$ cat src/rtl/alu_top.sv
// Board-level wrapper: operands and opcode latched from switches by push-buttons,
// combinational 8-bit ALU result shown on the LEDs.
module alu_top #(
    parameter int unsigned OPERAND_SIZE = 8,
    parameter int unsigned OP_CODE_SIZE = 6
) (
    input  logic                    CLK100MHZ,
    input  logic                    btnU,
    input  logic [OPERAND_SIZE-1:0] sw,
    input  logic                    btnL,
    input  logic                    btnC,
    input  logic                    btnR,
    output logic [OPERAND_SIZE-1:0] LED
);

    // MIPS funct-field encodings
    localparam logic [OP_CODE_SIZE-1:0] OP_ADD = OP_CODE_SIZE'(6'b100000);
    localparam logic [OP_CODE_SIZE-1:0] OP_SUB = OP_CODE_SIZE'(6'b100010);
    localparam logic [OP_CODE_SIZE-1:0] OP_AND = OP_CODE_SIZE'(6'b100100);
    localparam logic [OP_CODE_SIZE-1:0] OP_OR  = OP_CODE_SIZE'(6'b100101);
    localparam logic [OP_CODE_SIZE-1:0] OP_XOR = OP_CODE_SIZE'(6'b100110);
    localparam logic [OP_CODE_SIZE-1:0] OP_NOR = OP_CODE_SIZE'(6'b100111);
    localparam logic [OP_CODE_SIZE-1:0] OP_SRA = OP_CODE_SIZE'(6'b000011);
    localparam logic [OP_CODE_SIZE-1:0] OP_SRL = OP_CODE_SIZE'(6'b000010);

    logic [OPERAND_SIZE-1:0] reg_a;
    logic [OPERAND_SIZE-1:0] reg_b;
    logic [OP_CODE_SIZE-1:0] reg_op;
    logic [OPERAND_SIZE-1:0] result;

    // Buttons are level-sensitive; a held button reloads every cycle.
    always_ff @(posedge CLK100MHZ) begin
        if (btnU) begin
            reg_a  <= '0;
            reg_b  <= '0;
            reg_op <= '0;
        end else begin
            if (btnL) reg_a  <= sw;
            if (btnC) reg_b  <= sw;
            if (btnR) reg_op <= sw[OP_CODE_SIZE-1:0];
        end
    end

    always_comb begin
        result = '0;
        case (reg_op)
            OP_ADD:  result = reg_a + reg_b;
            OP_SUB:  result = reg_a - reg_b;
            OP_AND:  result = reg_a & reg_b;
            OP_OR:   result = reg_a | reg_b;
            OP_XOR:  result = reg_a ^ reg_b;
            OP_NOR:  result = ~(reg_a | reg_b);
            // Shift amount is the full unsigned B; oversized shifts saturate.
            OP_SRA:  result = $unsigned($signed(reg_a) >>> reg_b);
            OP_SRL:  result = reg_a >> reg_b;
            default: result = '0;
        endcase
    end

    assign LED = result;

endmodule

$ cat config.mk
export PLATFORM = sky130hd
export DESIGN_NAME = alu_top
export DESIGN_NICKNAME = d
export VERILOG_FILES = /design/src/rtl/alu_top.sv
export SDC_FILE = /design/constraint.sdc
export NUM_CORES = 1
export LEC_CHECK = 0
export BUFFER_PORTS_ARGS = -buffer_cell sky130_fd_sc_hd__buf_2
export CORE_ASPECT_RATIO = 0.9
export CORE_MARGIN = 2
export CORE_UTILIZATION = 45
export CTS_BUF_LIST = sky130_fd_sc_hd__clkbuf_16
export DETAILED_ROUTE_END_ITERATION = 10
export GPL_TIMING_DRIVEN = 0
export PLACE_DENSITY = 0.6
export SKIP_CTS_REPAIR_TIMING = 1
export SLEW_MARGIN = 20
export SYNTH_ARGS = -nofsm -noshare
export SYNTH_HDL_FRONTEND = slang
export SYNTH_SLANG_ARGS = --single-unit
$ cat constraint.sdc
create_clock -name CLK100MHZ -period 7.5 [get_ports CLK100MHZ]
set_input_delay 0.375 -clock CLK100MHZ [delete_from_list [all_inputs] [get_ports CLK100MHZ]]
set_output_delay 0.375 -clock CLK100MHZ [all_outputs]
set_load 0.01 [all_outputs]
==> run summary, run 1 <==
Syn Nets: 323
# rows: 24
Max Fclk: 240 MHz
Most frequent cells in the layout: nor2_1 (42), mux2i_1 (30), ha_1 (24)
Cts bufs inserted: 3
Via Count: 2,047
Final Critical Period: 4170 ps
Clock Skew: 0 ps
Worst-Margin Slew: 705 ps
CTS clk-pin slew, worst paths: 50 ps
Worst skew pair latency: 240 ps
Post-layout util: 51.9%
Seq cells post-synth: 22
Sinks on the clock net: 22
Max FO, Critical Path: 10
Die Y: 71.4 um
Root buffer cell: clkbuf_16
CTS tree: done
Commonest non-fill, non-tap cell in the layout: nor2_1
Max incr delay on CP: 440 ps
Synth area leader: dfxtp_1
Avg Inst Size Synth: 7.96 sq um
# setup viols final: 0
Register area share after synthesis: 19.4%
Slew margin rel.: 52.6%
CP Cell Sequence: clkbuf_1, clkbuf_1, inv_1, ha_1, a21o_2, inv_1, ha_1, nor2b_1, o2111ai_1, nand3_1, o41a_1, xnor2_1, a221o_2, buf_2
Post-synth EDFFs: 0
Total GRT Usage: 22.9%
Routed WL: 6.06 mm
Hold Crit Class: in2reg
I/O pin count: 21
Full die area: 5630 sq um
RSZ-0062 raised after global routing: false
Maximum VDD drop: 0.237 mV
WS Path Type: reg2out
Arr. time, crit path: 3800 ps
Pleak: 1.11 nW
Data required time of the worst path: 7120 ps
Vias in the first global route: 2,027
DR DRC count: 0
Max Cap Viol: 0
Worst setup SP type: register
Fin. Hold Viols: 0
Fraction of layout cells with a size suffix above 1: 11.4%
Placed wire-length estimate: 4.88 mm
Antenna viol nets, final: 0
Post-Syn Area: 2270 sq um
Vias/cell: 5.52
Worst setup EP type: primary output
Synth Warn #: 0
Starting Density: 46.6%
Pwr per Cell Area: 154 nW/um^2
Drt pass-1 iters: 4
Buffers on Ports: 17
Synth top area cells: dfxtp_1 (19%), ha_1 (13%), mux2i_1 (13%)
Final worst-path cycle share: 55.6%
Global-route congestion overflow total: 0
DR WL/cell: 16.3 um
Global-route wire length before repair: 10.1 mm
Max Buffers Root-to-Sink: 2
Mapped Cells: 285
Final-stage net count: 346
Ant. Diodes: 0
Die W: 78.8 um
Slew Limit Fails: 0
Filler instances: 493
Area grow syn2layout: 11.3%
CTS H-Tree Depth: 1
Iter 0 DRT Violations: 123
Core area: 4860 sq um
Asr flop ratio synth: 0%
Largest net degree at the start of global routing: 12
Gpl congestion: 0.934
CP max stage cell: clkbuf_1
Status: completed
Antenna violations before repair: 0
Top-area cell type share of the netlist area: 19.4%
Main flop type after synthesis: dfxtp_1
Post-synth cell types: 49
TNS Setup: 0 ps
-- synthesized netlist by cell type (all sizes together) (3+ instances only) --
| master | n |
|---|---|
| nor2 | 42 |
| xor2 | 4 |
| nor4 | 5 |
| ha | 24 |
| mux2i | 30 |
| nand3 | 5 |
| o22ai | 3 |
| nand2 | 19 |
| o21ai | 15 |
| o211ai | 6 |
| clkbuf | 9 |
| buf | 7 |
| a211oi | 5 |
| xnor2 | 17 |
| dfxtp | 22 |
| nor2b | 6 |
| a21oi | 12 |
| inv | 18 |
| a31oi | 3 |
| a21o | 3 |
-- where the power goes --
group,internal (W),total [W],switching (W)
Combinational,0.0000648,0.000148,0.0000832
Sequential,0.000124,0.000136,0.0000115
Clock,0.0000701,0.000105,0.0000353
Total,0.000259,0.000389,0.000130
-- flip-flops by register name, summed over array words and instances (netlist names) --
name,cells
reg_a,8
reg_op,6
reg_b,8
-- layer usage --
metal	up-vias	part of all wire, %	GRT usage [%]
met1	932	49	33.4
met3	10	5.0	1.13
li1	1051	-	-
met5	-	0	0
met4	0	1.6	6.13
met2	54	44	37.1
-- final timing paths --
check	from	to	slack [ps]	cells past startpoint
min	btnU	reg_b[2]	330	2
max reg2reg	reg_b[0]	reg_b[0]	6060	4
max	reg_b[0]	LED[7]	3330	14
min reg2reg	reg_a[0]	reg_a[0]	550	2
-- through the flow --
| stage | hold WS (ps) | cells | setup slack (ps) | area [sq um] | total power, W |
|---|---|---|---|---|---|
| finish | 332 | 371 | 3330 | 2520 | 0.000389 |
| global route | 343 | 371 | 3130 | 2520 | 0.000416 |
| CTS | 329 | 371 | 3320 | 2520 | 0.000393 |
| detailed placement | 546 | 368 | 3600 | 2450 | 0.000285 |
| global placement | 529 | 367 | 3650 | 2430 | 0.000283 |
| floorplan | 447 | 285 | 4220 | 2270 | 0.000247 |
-- logic make-up (layout without fill, tap and decap cells) --
family	count (synthesis)	in the layout	synth area share [%]
and+or+nand+nor	89	89	18.5
AOI/OAI and AO/OA	62	62	18.6
buffers and inverters	34	55	6.45
muxes	32	32	14.7
adders and majority gates	25	25	14.1
DFF	22	22	19.4
xor gates and xnor gates	21	21	8.11
-- worst max-delay path, delay by kind of cell (launching register included) --
| kind | cells | cell delay, ps |
|---|---|---|
| AO/OA/AOI/OAI | 4 | 1100 |
| XOR/XNOR | 1 | 140 |
| adder cells (fa/ha/maj) | 2 | 520 |
| buffers and inverters | 5 | 1110 |
| flip-flops | 1 | 350 |
| AND/OR/NAND/NOR | 2 | 320 |
-- layout make-up --
cell class / instances / area [sq um] / share of cell area (%)
flip-flops and latches: 22 / 440 / 17.5
clock buffers: 3 / 75.1 / 2.97
repair buffers: 18 / 92.6 / 3.67
multi-input cells: 229 / 1690 / 66.9
plain buffers: 16 / 78.8 / 3.12
well taps: 65 / 81.3 / 3.22
inverters: 18 / 67.6 / 2.68
(Power assumes the default switching activity.)
==> run 2: changes to the inputs <==
- PLACE_DENSITY: 0.6 -> 0.63
- clock period: 7.5 -> 3.52 ns (I/O delays scaled with it)
==> run summary, run 2 (synthesis results as in run 1) <==
Status: finished, violations left
Failing checks: negative setup slack
Core area: 4860 sq um (unchanged)
CP dominant cell by count: buf_6
Max Cap Viol: 0 (unchanged)
Die Y: 71.4 um (unchanged)
Pleak: 1.17 nW (+5.3%)
Worst R2R Start: reg_op[0]
Sinks on the clock net: 22 (unchanged)
Ant. Diodes: 0 (unchanged)
Max Fclk: 275 MHz
CP max stage cell: or4b_4
Clock network fraction of total power: 27.1% (about the same)
I/O pin count: 21 (unchanged)
Global-route congestion overflow total: 0 (unchanged)
WS Path Type: reg2out
Cell family with most CP delay: simple AND/OR/NAND/NOR gates
Clock Skew: 0 ps (unchanged)
CP Cell Sequence: or4b_4, buf_6, or2_4, nor2_4, a21o_4, inv_2, ha_4, nor2b_4, o2111ai_2, nand3_2, o41a_1, xnor2_1, a221o_2, buf_6
Cell-internal power: 0.000570 W (+120%)
Final Critical Period: 3630 ps
Arr. time, crit path: 3460 ps (-340 ps)
Slew margin rel.: 47.1% (-5.5 points)
Root buffer cell: clkbuf_16
DR WL/cell: 15.9 um (-2.5%)
CTS tree: done
Drt pass-1 iters: 4 (unchanged)
Final worst slack: -112 ps (-3440 ps)
Worst path buffer plus inverter count: 3 (-2)
RSZ-0062 raised after global routing: true
Slew Limit Fails: 0 (unchanged)
Fraction of layout cells with a size suffix above 1: 17.9% (+6.5 points)
Net Sw Frac: 33.6% (+0.15 points)
Starting Density: 46.6% (unchanged)
Iter 0 DRT Violations: 148 (+20%)
Cts bufs inserted: 3 (unchanged)
Worst setup SP type: register
Pwr per Cell Area: 323 nW/um^2 (+110%)
# setup viols final: 2 (+2)
Maximum VDD drop: 0.375 mV (+58%)
Vias/cell: 5.65 (+2.4%)
Hold Crit Class: in2reg
Via Count: 2,136 (+4.3%)
Commonest non-fill, non-tap cell in the layout: nor2_1
Biggest regs: reg_a x8, reg_b x8, reg_op x6
Fin. Hold Viols: 0 (unchanged)
Full die area: 5630 sq um (unchanged)
Total GRT Usage: 22.2% (-0.62 points)
Placed wire-length estimate: 4.69 mm (-3.9%)
Max incr delay on CP: 530 ps (+90 ps)
# rows: 24 (unchanged)
DR DRC count: 0 (unchanged)
Area grow syn2layout: 17.2%
Die W: 78.8 um (unchanged)
Data required time of the worst path: 3340 ps (-3780 ps)
Max FO, Critical Path: 6 (-4)
Worst skew pair latency: 250 ps (about the same)
FF-to-FF setup slack: 2270 ps (-3790 ps)
Setup slack at placement: -134 ps (-3740 ps)
Antenna violations before repair: 0 (unchanged)
Max Buffers Root-to-Sink: 2 (unchanged)
Cell total after placement: 368 (unchanged)
Hold_sp: btnU
CTS clk-pin slew, worst paths: 60 ps (about the same)
Final worst-path cycle share: 103%
Final-stage net count: 352 (+1.7%)
Worst setup startpoint: reg_op[4]
Reg power frac: 33.7% (-1.1 points)
Global-route wire length before repair: 10.1 mm (-0.75%)
Largest net degree at the start of global routing: 13 (+1)
Antenna viol nets, final: 0 (unchanged)
Routed WL: 6.02 mm (-0.69%)
Worst setup EP type: primary output
Comb pwr share: 39.2% (+1.1 points)
Fin cells: 378 (+1.9%)
P_sw: 0.000288 W (+120%)
Worst-Margin Slew: 787 ps (+81.6 ps)
Vias in the first global route: 2,007 (-0.99%)
CTS H-Tree Depth: 1 (unchanged)
Most frequent cells in the layout: nor2_1 (40), mux2i_1 (30), ha_1 (23)
Gpl congestion: 0.955 (+2.2%)
Buffers on Ports: 17 (unchanged)
TNS Setup: -117 ps (-117 ps)
==> run 2: cell count changes in the layout (fill, tap and decap cells not counted), sizes merged <==
cell / before / now
buf: 25 / 31
clkinv: 0 / 1
==> run 2: final cells by class <==
type                    count  area [sq um]
fillers                   475          2210
multi-input cells         229          1750
flip-flops and latches     22           449
repair buffers             24           141
plain buffers              16          92.6
well taps                  65          81.3
clock buffers               3          75.1
inverters                  18          67.6
clock inverters             1          3.75
==> run 2: power groups by stage <==
stage	registers [W]	logic, W	clock network [W]
2_1_floorplan	0.000285	0.000242	0
3_3_place_gp	0.000293	0.000302	0
3_5_place_dp	0.000294	0.000306	0
4_1_cts	0.000289	0.000308	0.000241
5_1_grt	0.000291	0.000375	0.000252
6_report	0.000289	0.000336	0.000233
==> run 2: routing by layer <==
layer / vias up / wire length (um) / track usage (%) / share of wire [%]
met5: - / 0 / 0 / 0
li1: 1065 / - / - / -
met4: 0 / 57 / 4.41 / 0.95
met3: 8 / 361 / 2.14 / 6.0
met1: 1000 / 2900 / 32.6 / 48
met2: 63 / 2700 / 36.0 / 45
==> run 2: final timing paths <==
path | to | depth (start not counted)
setup / recovery | LED[7] | 14
setup reg to reg | reg_op[0] | 4
hold reg to reg | reg_op[4] | 2
hold / removal | reg_b[1] | 2
==> run 2: worst register-to-register path, cell delays in order, from the launching register on <==
cell      delay, ps
dfxtp_1         360
clkbuf_1        410
buf_6           220
mux2i_1          80
nor2_1          110
==> run 2: metrics by stage <==
stage / hold WS, ps / util (%) / total power (W) / cell area [sq um]
2_1_floorplan: 248 / - / 0.000527 / 2270
3_3_place_gp: 380 / 50.1 / 0.000596 / 2430
3_5_place_dp: 384 / 50.3 / 0.000600 / 2450
4_1_cts: 118 / 51.9 / 0.000838 / 2520
5_1_grt: 127 / 54.7 / 0.000918 / 2660
6_report: 122 / 54.7 / 0.000858 / 2660
==> run 3: changes to the inputs <==
- ABC_AREA: unset -> 1
- CAP_MARGIN: unset -> 25
- PLACE_DENSITY: 0.63 -> 0.62
==> run summary, run 3 <==
CTS H-Tree Depth: 1 (unchanged)
Maximum VDD drop: 0.228 mV (-39%)
Final Critical Period: 3100 ps (-534 ps)
Worst-Margin Slew: 587 ps (-200 ps)
Avg Inst Size Synth: 6.18 sq um (-22%)
Main flop type after synthesis: dfxtp_1
P_sw: 0.000331 W (+15%)
Reg power frac: 31.0% (-2.7 points)
Fraction of layout cells with a size suffix above 1: 12.3% (-5.5 points)
Mapped Cells: 381 (+34%)
Top cells by count, synth: nand2_1 (99), nor2_1 (50), nand3_1 (45), inv_1 (37), ha_1 (24)
Via Count: 2,596 (+22%)
Area grow syn2layout: 12.2%
Max Cap Viol: 0 (unchanged)
Vias in the first global route: 2,381 (+19%)
Placed wire-length estimate: 5.66 mm (+21%)
Post-synth EDFFs: 0 (unchanged)
Most frequent cells in the layout: nand2_1 (99), nor2_1 (50), nand3_1 (45)
Status: completed
Synth top area cells: dfxtp_1 (19%), nand2_1 (16%), ha_1 (13%)
Slew Limit Fails: 0 (unchanged)
Ant. Diodes: 0 (unchanged)
Pleak: 1.31 nW (+11%)
Drt pass-1 iters: 6 (+2)
Final worst-path cycle share: 88.0% (-15 points)
Clock network fraction of total power: 34.1% (+7.0 points)
Fin. Hold Viols: 0 (unchanged)
Post-synth cell types: 34 (-31%)
Root buffer cell: clkbuf_16
Starting Density: 47.6% (+0.92 points)
CTS clk-pin slew, worst paths: 60 ps (about the same)
Top-area cell type share of the netlist area: 18.7% (-0.72 points)
Biggest regs: reg_a x8, reg_b x8, reg_op x6
Global-route wire length before repair: 11.8 mm (+18%)
TNS Setup: 0 ps (+117 ps)
Worst setup EP type: primary output
Multi-input logic area: 1710 sq um (-2.2%)
Asr flop ratio synth: 0% (unchanged)
Full die area: 5830 sq um (+3.7%)
Busiest grt layer: met2
Clock Skew: 0 ps (unchanged)
RSZ-0062 raised after global routing: false
Data required time of the worst path: 3340 ps (about the same)
Worst skew pair latency: 250 ps (about the same)
Overall Power: 0.000942 W (+9.8%)
Seq cells post-synth: 22 (unchanged)
Core area: 4950 sq um (+1.9%)
# setup viols final: 0 (-2)
Max Buffers Root-to-Sink: 2 (unchanged)
Antenna violations before repair: 0 (unchanged)
Filler instances: 515 (+8.4%)
I/O pin count: 21 (unchanged)
Die Y: 72.6 um (+1.8%)
Cts bufs inserted: 3 (unchanged)
Pwr per Cell Area: 356 nW/um^2 (+10%)
CTS tree: done
Synth area leader: dfxtp_1
Sinks on the clock net: 22 (unchanged)
Post-Syn Area: 2360 sq um (+3.9%)
Vias/cell: 5.52 (-2.3%)
Max FO, Critical Path: 10 (+4)
Global-route congestion overflow total: 0 (unchanged)
Gpl congestion: 0.884 (-7.4%)
Arr. time, crit path: 2920 ps (-540 ps)
Most frequent cell after synthesis: nand2_1
Final worst slack: 422 ps (+534 ps)
DR WL/cell: 15.4 um (-3.4%)
Hold Crit Class: in2reg
WS Path Type: reg2out
Die W: 80.3 um (+1.8%)
Commonest non-fill, non-tap cell in the layout: nand2_1
Synth Warn #: 0 (unchanged)
Antenna viol nets, final: 0 (unchanged)
Register area share after synthesis: 18.7% (-0.72 points)
Final-stage net count: 444 (+26%)
Met2 Track Usage GR: 43.4% (+7.4 points)
Slew margin rel.: 60.7% (+14 points)
Largest net degree at the start of global routing: 14 (+1)
Total GRT Usage: 26.7% (+4.5 points)
Buffers on Ports: 20 (+3)
Register Area: 440 sq um (-1.9%)
# rows: 24 (unchanged)
Worst setup SP type: register
Syn Nets: 419 (+30%)
Met1 Resource Use GR: 37.4% (+4.8 points)
DR DRC count: 0 (unchanged)
Routed WL: 7.23 mm (+20%)
Setup slack at placement: 737 ps (+871 ps)
Iter 0 DRT Violations: 251 (+70%)
Comb pwr share: 34.9% (-4.3 points)
GR Util met3: 2.35% (+0.21 points)
Max Fclk: 323 MHz (+17%)
Cell-internal power: 0.000611 W (+7.2%)
Net Sw Frac: 35.1% (+1.6 points)
## run 3: cell count changes after synthesis, sizes merged, moves of 16 or more
| cell | delta |
|---|---|
| nor2 | +16 |
| mux2i | -30 |
| a211oi | +16 |
| inv | +25 |
| nand3 | +40 |
| nand2 | +82 |
## run 3: cell families (layout without fill, tap and decap cells)
group	after synthesis	count (layout)	synth area share (%)
XOR/XNOR	9	9	3.35
AND/OR/NAND/NOR	221	221	41.7
flip-flops	22	22	18.7
buffers and inverters	54	78	8.76
adder cells (fa/ha/maj)	25	25	13.6
AO/OA/AOI/OAI	50	50	13.9
## run 3: power groups by stage
stage	Sequential [W]	Clock, W	Combinational [W]
after detailed placement	0.000297	0	0.000319
after CTS	0.000292	0.000324	0.000324
after global placement	0.000296	0	0.000318
after floorplan	0.000289	0	0.000242
after global routing	0.000294	0.000339	0.000369
final	0.000292	0.000321	0.000329
## run 3: cell type report
type	count	area share, %
clock buffers	3	2.84
inverters	46	6.53
multi-input cells	305	64.7
repair buffers	20	3.79
clock inverters	1	1.14
plain buffers	8	1.28
flip-flops and latches	22	16.7
well taps	65	3.08
## run 3: critical path, cell delays in order (launching register included)
cell and delay, ps:
dfxtp_1 350, buf_2 230, inv_2 150, ha_1 300, inv_1 30, o21ai_0 290
inv_1 80, ha_1 190, a21oi_1 180, nand2_1 140, xnor2_1 170, nor2_1 80
nor3_1 220, nand3_1 100, buf_2 150
## run 3: worst paths after layout
path | slack [ps] | startpoint | endpoint | cells past startpoint
worst max-delay path | 420 | reg_b[0] | LED[3] | 14
worst min-delay path | 120 | btnU | reg_b[1] | 2
worst max register to register | 2210 | reg_b[2] | reg_b[2] | 3
worst min register to register | 500 | reg_op[4] | reg_op[4] | 2
## run 3: metrics by stage
step                std cells  hold WS, ps  instance area, sq um  util (%)
finish                    470          124                  2640      53.3
detailed placement        466          393                  2540      51.2
global placement          466          389                  2540      51.2
global route              470          139                  2640      53.3
floorplan                 381          254                  2360         -
CTS                       470          124                  2640      53.3
## run 3: metal layers
| metal | up-vias | routed length [um] | share of wire, % |
|---|---|---|---|
| li1 | 1321 | - | - |
| met1 | 1150 | 3420 | 47 |
| met2 | 105 | 3180 | 44 |
| met3 | 20 | 432 | 6.0 |
| met4 | 0 | 192 | 2.7 |
| met5 | - | 0 | 0 |
